===== src/rtl/row_loader_fp16.sv =====
// rtl/row_loader_fp16.sv - fp16 row collector and accumulator sequencer
//
// Collects one row of fp16 elements from a valid/ready stream into a register
// array. It then releases the downstream row accumulator from reset and
// latches the accumulator's result when it reports done.
//
// Optional feature macro: MAX_TRACK_EN
//   When defined, the loader also tracks the row maximum and reports it on
//   max_out.
//   When undefined, max_out is tied to 0.
//
// Ports:
//   clk, rst_n        clock, asynchronous active-low reset
//   in_valid/in_ready stream handshake for incoming elements
//   in_data, in_last  element payload; in_last ends a short row
//   array             row buffer, drives the accumulator's array input
//   acc_rst_n         active-low reset to the accumulator (flop output)
//   acc_done          accumulator done
//   acc_result        accumulator result
//   sum_out, max_out  latched row sum / row maximum
//   sum_valid         one-cycle pulse when sum_out/max_out update
//   count             elements written in the current row
module row_loader_fp16 #(
  parameter int data_width = 16,
  parameter int data_cnt   = 64,
  localparam int cw        = $clog2(data_cnt + 1)
) (
  input  logic                  clk,
  input  logic                  rst_n,
  input  logic                  in_valid,
  output logic                  in_ready,
  input  logic [data_width-1:0] in_data,
  input  logic                  in_last,
  output logic [data_width-1:0] array [data_cnt],
  output logic                  acc_rst_n,
  input  logic                  acc_done,
  input  logic [data_width-1:0] acc_result,
  output logic [data_width-1:0] sum_out,
  output logic [data_width-1:0] max_out,
  output logic                  sum_valid,
  output logic [cw-1:0]         count
);

  typedef enum logic {FILL, RUN} state_t;

  state_t                state_q, state_d;
  logic [data_width-1:0] array_q [data_cnt];
  logic [data_width-1:0] array_d [data_cnt];
  logic [cw-1:0]         count_q, count_d;
  logic                  acc_rst_n_q, acc_rst_n_d;
  logic [data_width-1:0] sum_q, sum_d;
  logic                  sum_valid_q, sum_valid_d;

`ifdef MAX_TRACK_EN
  localparam logic [data_width-1:0] neg_inf = data_width'(16'hFC00);

  logic [data_width-1:0] run_max_q, run_max_d;
  logic [data_width-1:0] max_q, max_d;
  logic                  in_is_nan;

  // Maps fp16 onto an unsigned total order: negatives are bit-inverted so the
  // larger magnitude sorts lower, and positives get the top bit forced so
  // they sort above every negative. As a result, -0 and +0 stay distinct.
  function automatic logic [data_width-1:0] ord_key(input logic [data_width-1:0] x);
    ord_key = x[data_width-1] ? ~x : (x | {1'b1, {(data_width-1){1'b0}}});
  endfunction

  assign in_is_nan = (in_data[14:10] == 5'h1f) && (in_data[9:0] != 10'd0);
`endif

  logic accept;

  assign in_ready = (state_q == FILL);
  assign accept   = in_valid && in_ready;

  always_comb begin
    state_d     = state_q;
    array_d     = array_q;
    count_d     = count_q;
    acc_rst_n_d = acc_rst_n_q;
    sum_d       = sum_q;
    sum_valid_d = 1'b0;
`ifdef MAX_TRACK_EN
    run_max_d   = run_max_q;
    max_d       = max_q;
`endif
    case (state_q)
      FILL: begin
        if (accept) begin
          // Compare per entry rather than indexing, so a wider count never
          // addresses past the buffer.
          for (int i = 0; i < data_cnt; i++) begin
            if (count_q == cw'(i)) array_d[i] = in_data;
          end
          count_d = count_q + cw'(1);
`ifdef MAX_TRACK_EN
          if (!in_is_nan && (ord_key(in_data) > ord_key(run_max_q))) run_max_d = in_data;
`endif
          if ((count_q == cw'(data_cnt - 1)) || in_last) begin
            state_d     = RUN;
            acc_rst_n_d = 1'b1;
          end
        end
      end
      RUN: begin
        if (acc_done) begin
          sum_d       = acc_result;
          sum_valid_d = 1'b1;
          acc_rst_n_d = 1'b0;
          count_d     = '0;
          for (int i = 0; i < data_cnt; i++) array_d[i] = '0;
`ifdef MAX_TRACK_EN
          max_d       = run_max_q;
          run_max_d   = neg_inf;
`endif
          state_d     = FILL;
        end
      end
      default: state_d = FILL;
    endcase
  end

  always_ff @(posedge clk or negedge rst_n) begin
    if (!rst_n) begin
      state_q     <= FILL;
      for (int i = 0; i < data_cnt; i++) array_q[i] <= '0;
      count_q     <= '0;
      acc_rst_n_q <= 1'b0;
      sum_q       <= '0;
      sum_valid_q <= 1'b0;
`ifdef MAX_TRACK_EN
      run_max_q   <= neg_inf;
      max_q       <= '0;
`endif
    end else begin
      state_q     <= state_d;
      array_q     <= array_d;
      count_q     <= count_d;
      acc_rst_n_q <= acc_rst_n_d;
      sum_q       <= sum_d;
      sum_valid_q <= sum_valid_d;
`ifdef MAX_TRACK_EN
      run_max_q   <= run_max_d;
      max_q       <= max_d;
`endif
    end
  end

  assign array     = array_q;
  assign count     = count_q;
  assign acc_rst_n = acc_rst_n_q;
  assign sum_out   = sum_q;
  assign sum_valid = sum_valid_q;
`ifdef MAX_TRACK_EN
  assign max_out   = max_q;
`else
  assign max_out   = '0;
`endif

endmodule

===== config.mk =====
export PLATFORM = sky130hd
export DESIGN_NAME = row_loader_fp16
export DESIGN_NICKNAME = d
export VERILOG_FILES = /design/src/rtl/row_loader_fp16.sv
export SDC_FILE = /design/constraint.sdc
export NUM_CORES = 1
export LEC_CHECK = 0
export CAP_MARGIN = 10
export CORE_AREA = 2 2 429 431
export CTS_CLUSTER_SIZE = 20
export DETAILED_ROUTE_END_ITERATION = 10
export DIE_AREA = 0 0 431 433
export GPL_ROUTABILITY_DRIVEN = 0
export PLACE_DENSITY_LB_ADDON = 0.08
export SLEW_MARGIN = 20
export SYNTH_ARGS = -nofsm -noshare
export SYNTH_HDL_FRONTEND = slang
export SYNTH_SLANG_ARGS = --single-unit

===== constraint.sdc =====
create_clock -name clk -period 2.45 [get_ports clk]
set_input_delay 0.49 -clock clk [delete_from_list [all_inputs] [get_ports clk]]
set_output_delay 0.49 -clock clk [all_outputs]
set_load 0.05 [all_outputs]

* After elaboration in Yosys (flattened, before gate mapping)
Index checks and enable logic that the tools add are counted.
Word-level totals: register bits after elaboration 1050, bits in latches 0, memory bits (writable) 0, bits in read-only memories 0, input bits 37, output and inout bits 1066, logic and storage cells 351, memories 0
Cells by class: add/sub/neg operators 1, multipliers 0, div/mod/pow operators 0, magnitude comparators 0, eq/ne operators 130, shift-type cells 0, multiplexer cells 80, bitwise logic cells 1, reduce and logical (&&, ||, !) cells 70
Operators by type and width (number):
- $mux W1024 | 2
- $pmux W1024 S2 | 1
- $mux W16 | 64
- $eq A7 B6 Y1 const B | 32
- $reduce_and A3 Y1 | 65
- $ne A2 B1 Y1 const B | 66
- $eq A7 B5 Y1 const B | 16
- $eq A7 B4 Y1 const B | 8
- $eq A7 B3 Y1 const B | 4
- $eq A7 B2 Y1 const B | 2
- $mux W7 | 2
- $pmux W7 S2 | 1
- $mux W1 | 8
- $add A7 B1 Y7 const B | 1
- $eq A7 B1 Y1 const B | 1
- $logic_not A7 Y1 | 1
- $pmux W1 S2 | 2
- $reduce_and A2 Y1 | 2
- $ne A2 B2 Y1 const B | 1
- $logic_and A1 B1 Y1 | 1
- $logic_or A1 B1 Y1 | 1
- $not A1 Y1 | 1

* Logic depth before layout (Yosys ltp)
Gate-level depths: netlist of the first run.
word-level depth 5, gate-level depth with buffers 8, mapped depth without buffers 5

* Least setup slack after synthesis of the first run
OpenSTA, ideal clock, no wires.
path kind reg-to-reg, start point reg count_q[0], in the netlist count[0], end point reg array_q (netlist bit array[374]), library setup time 126 ps, arrival time 2212 ps, required time 2324 ps, setup slack 112 ps, cell stages (with the launch flop) 9, path buffers 3, clock period less this slack 2338 ps, path through dfrtp_1 > inv_1 > ha_1 > and3b_1 > buf_2 > and2_1 > clkbuf_1 > buf_2 > a221o_1
On the way: cells in the longest elaborated chain, start to end 3
RTL lines:
- start: declaration | RTL line 49 | logic [cw-1:0] count_q, count_d;
- start signal: assignment | RTL line 138 | count_q <= count_d;
- $eq A7 B6 Y1 | RTL line 93 | if (count_q == cw'(i)) array_d[i] = in_data;
- $ne A2 B1 Y1 (no line)
- $reduce_and A3 Y1 (no line)
- end signal: assignment | RTL line 137 | array_q <= array_d;
- end: declaration | RTL line 47 | logic [data_width-1:0] array_q [data_cnt];
Every way passes these cells. A chain may end at the register's enable or synchronous reset.

* Worst setup path after layout of the first run
start point reg array_q (netlist bit array[436]), end point out array[436] in the netlist's numbering
RTL lines:
- end: declaration | RTL line 34 | output logic [data_width-1:0] array [data_cnt],
No word-level cell between the ends.

==> metrics, run 1 <==
status completed; layout cells sized above 1 0.121; clock group share of total power 0.403; Synthesis Warnings 0; CP required slightly below 2000 ps; Bufs and invs on worst path 1; Slowest-stage cell, CP dlygate4sd2_1; critical path arrival around 1900 ps; CTS max path bufs 3; DR vias 33.2k; RSZ-0062 raised after global routing no; sw frac 0.344; Leak between 30 and 40 nW; DRC 0; slowest stage delay, CP 670 ps; Die Wd roughly 430 um; Worst Path Class, Setup reg2out; GRT overflow 0; r2r startpoint count[1]; max-slew violations 0; NetSw between 0.015 and 0.02 W; Critical Path Start Type register; critical path depth 1; Hold Crit Class in2async; Seq pwr share 0.379; H-Tree Depth 4; Critical R2R Capture array[383]; number of antenna diodes 0; VDD IR-drop max about 0.55 mV; Seq/Total Area, Yosys 0.590; R2R setup slack between 200 and 250 ps; area grow syn2layout 41.3%; Die H about 430 um; most common cell in the netlist dfrtp_1; final hold violations 0; mapped cell area 0.0446 mm^2; Yosys cell types 39; maximum fanout along the worst path 3; Post-synth EDFFs 0; Synth area leaders dfrtp_1, mux2i_1, nand2_1; fin crit share 0.969; Routed WL about 210000 um; worst path cell trace dlygate4sd2_1; flop and latch count out of synthesis approximately 1.1k; top_reg_cell synth dfrtp_1; placed insts 7059; Syn Inst Count 3728; Die ar. roughly 0.19 mm^2; Max Freq 421 MHz; Core Rows between 150 and 200; Top delay family on crit path buffers and inverters; Core Region 0.182 mm^2; Final Setup Violations 0; top cell type's share of synthesized area 0.590; Max-slew headroom 0.327; DRT Pass-1 Iters 5; Post-synth ARST share 1.00; DP HPWL roughly 140000 um; Critical Path End array[436]; antenna violations before repair 14; Final ANT Viol Nets 0; global-route wire length before repair between 200000 and 300000 um; Worst Max-Slew Pin Slew ~1000 ps; Pint around 0.032 W; vias in the first global route between 30k and 40k; initial drt markers around 2k; power per cell area 785 mW/mm^2; Tmin final around 2400 ps; Finished Layout Cells approximately 7.3k; worst skew pair latency about 810 ps; WL per Instance between 20 and 30 um; Yosys top cell by area dfrtp_1; Hold Slack 178 ps; Clock transition at path regs approximately 60 ps; I/O Pins 1103; fin nets a little under 5k; Max Cap Viol 0; Initial Util 0.245; Fin Clk Skew roughly 26 ps; top cells by count, synth dfrtp_1, nand2_1, mux2i_1, clkbuf_1, nand2b_1; clock root buffer clkbuf_16; Mean Syn Cell Area 12.0 um^2; Setup crit start array[436]; TritonCTS clock tree done; R2R cell count 6; largest net degree at the start of global routing 98; Port-buffer cells approximately 1.1k; vias per std cell between 4 and 5; clock sinks approximately 1.1k; post-CTS setup buffers 0; Comb power frac 0.218; Total Routing Usage GR 0.226; TritonCTS Buffers between 100 and 150; Critical Path End Type output pin
==> timing repair <==
action	4_1_cts	5_1_grt
hold buffers	1	0
endpoints found under the hold margin	266	0
endpoints found under the setup margin	978	1
gates resized for setup	981	1
==> placed cells by master (no fill, tap or decap), types with 5 or more instances in the layout <==
cell type	count
nor2_1	17
dfrtp_1	1048
dlygate4sd2_1	975
and3_1	8
inv_1	5
nor3b_4	5
buf_12	126
clkdlybuf4s50_1	35
clkbuf_16	138
inv_6	6
clkbuf_1	44
clkinv_2	13
nand2b_4	16
mux2_2	16
nand3_4	31
a21oi_1	83
nand3_2	17
nand2b_1	81
clkbuf_8	26
buf_4	170
mux2i_1	944
nand2_1	950
a221o_1	80
conb_1	16
and3b_1	6
==> state kept, by name, summed over array words and instances, names as in the netlist <==
signal     cells
acc_rst_n      1
count          7
state_q        1
sum_valid      1
array       1024
sum_out       16
==> power by group through the flow <==
stage	Sequential, W	Combinational, W	Clock, W
2_1_floorplan	0.0214	0.00311	0
3_3_place_gp	0.0191	0.0114	0
3_5_place_dp	0.0191	0.0114	0
4_1_cts	0.0187	0.0111	0.0206
5_1_grt	0.0188	0.0112	0.0212
6_report	0.0187	0.0108	0.0199
==> metal layers <==
layer	share of wire	global-route usage	wire [um]	vias up
li1	-	-	-	14700
met1	0.40	0.267	85300	17300
met2	0.51	0.395	109000	950
met3	0.060	0.0587	12900	289
met4	0.035	0.0780	7570	0
met5	0	0	0	-
==> metrics by stage <==
stage	power [W]	cell area (um^2)	setup WS [ps]	setup TNS, ps	util
global placement	0.0305	59800	-99.2	-710	0.328
detailed placement	0.0304	59800	-116	-686	0.328
finish	0.0494	62900	75.1	0	0.346
CTS	0.0504	62900	4.90	0	0.346
floorplan	0.0245	44600	112	0	-
global route	0.0513	62900	10.5	0	0.346
==> cells by family after synthesis <==
family                   Yosys count  share of synthesized area
AO/OA/AOI/OAI                    174                     0.0290
adder cells (fa/ha/maj)            4                    0.00112
buffers and inverters            384                     0.0438
flip-flops                      1050                      0.590
multiplexers                     961                      0.216
other                              1                  0.0000842
AND/OR/NAND/NOR                 1154                      0.120
==> how the worst min path moves through the flow <==
stage | startpoint | slack, ps | endpoint | cells after the start
after floorplan | rst_n | 190 | acc_rst_n | 0
after global placement | rst_n | 410 | array[513] | 1
after detailed placement | rst_n | 400 | array[513] | 1
after CTS | rst_n | 110 | array[641] | 2
after global routing | rst_n | 150 | array[513] | 2
final | rst_n | 180 | array[513] | 2
==> layout make-up <==
cell class,count,area [um^2]
tap,2385,2980
inverter,5,18.8
timing repair buffer,1311,12700
multi-input combinational,2309,16500
fill,18400,119000
clock inverter,30,387
clock buffer,208,3980
sequential,1050,26300
Note: power is estimated with default switching activity, not from simulation.
==> run 2, diff against run 1 <==
- SLEW_MARGIN: 20 -> 15
==> results of run 2 <==
Final layout, timing and power as in run 1 (identical DEF).
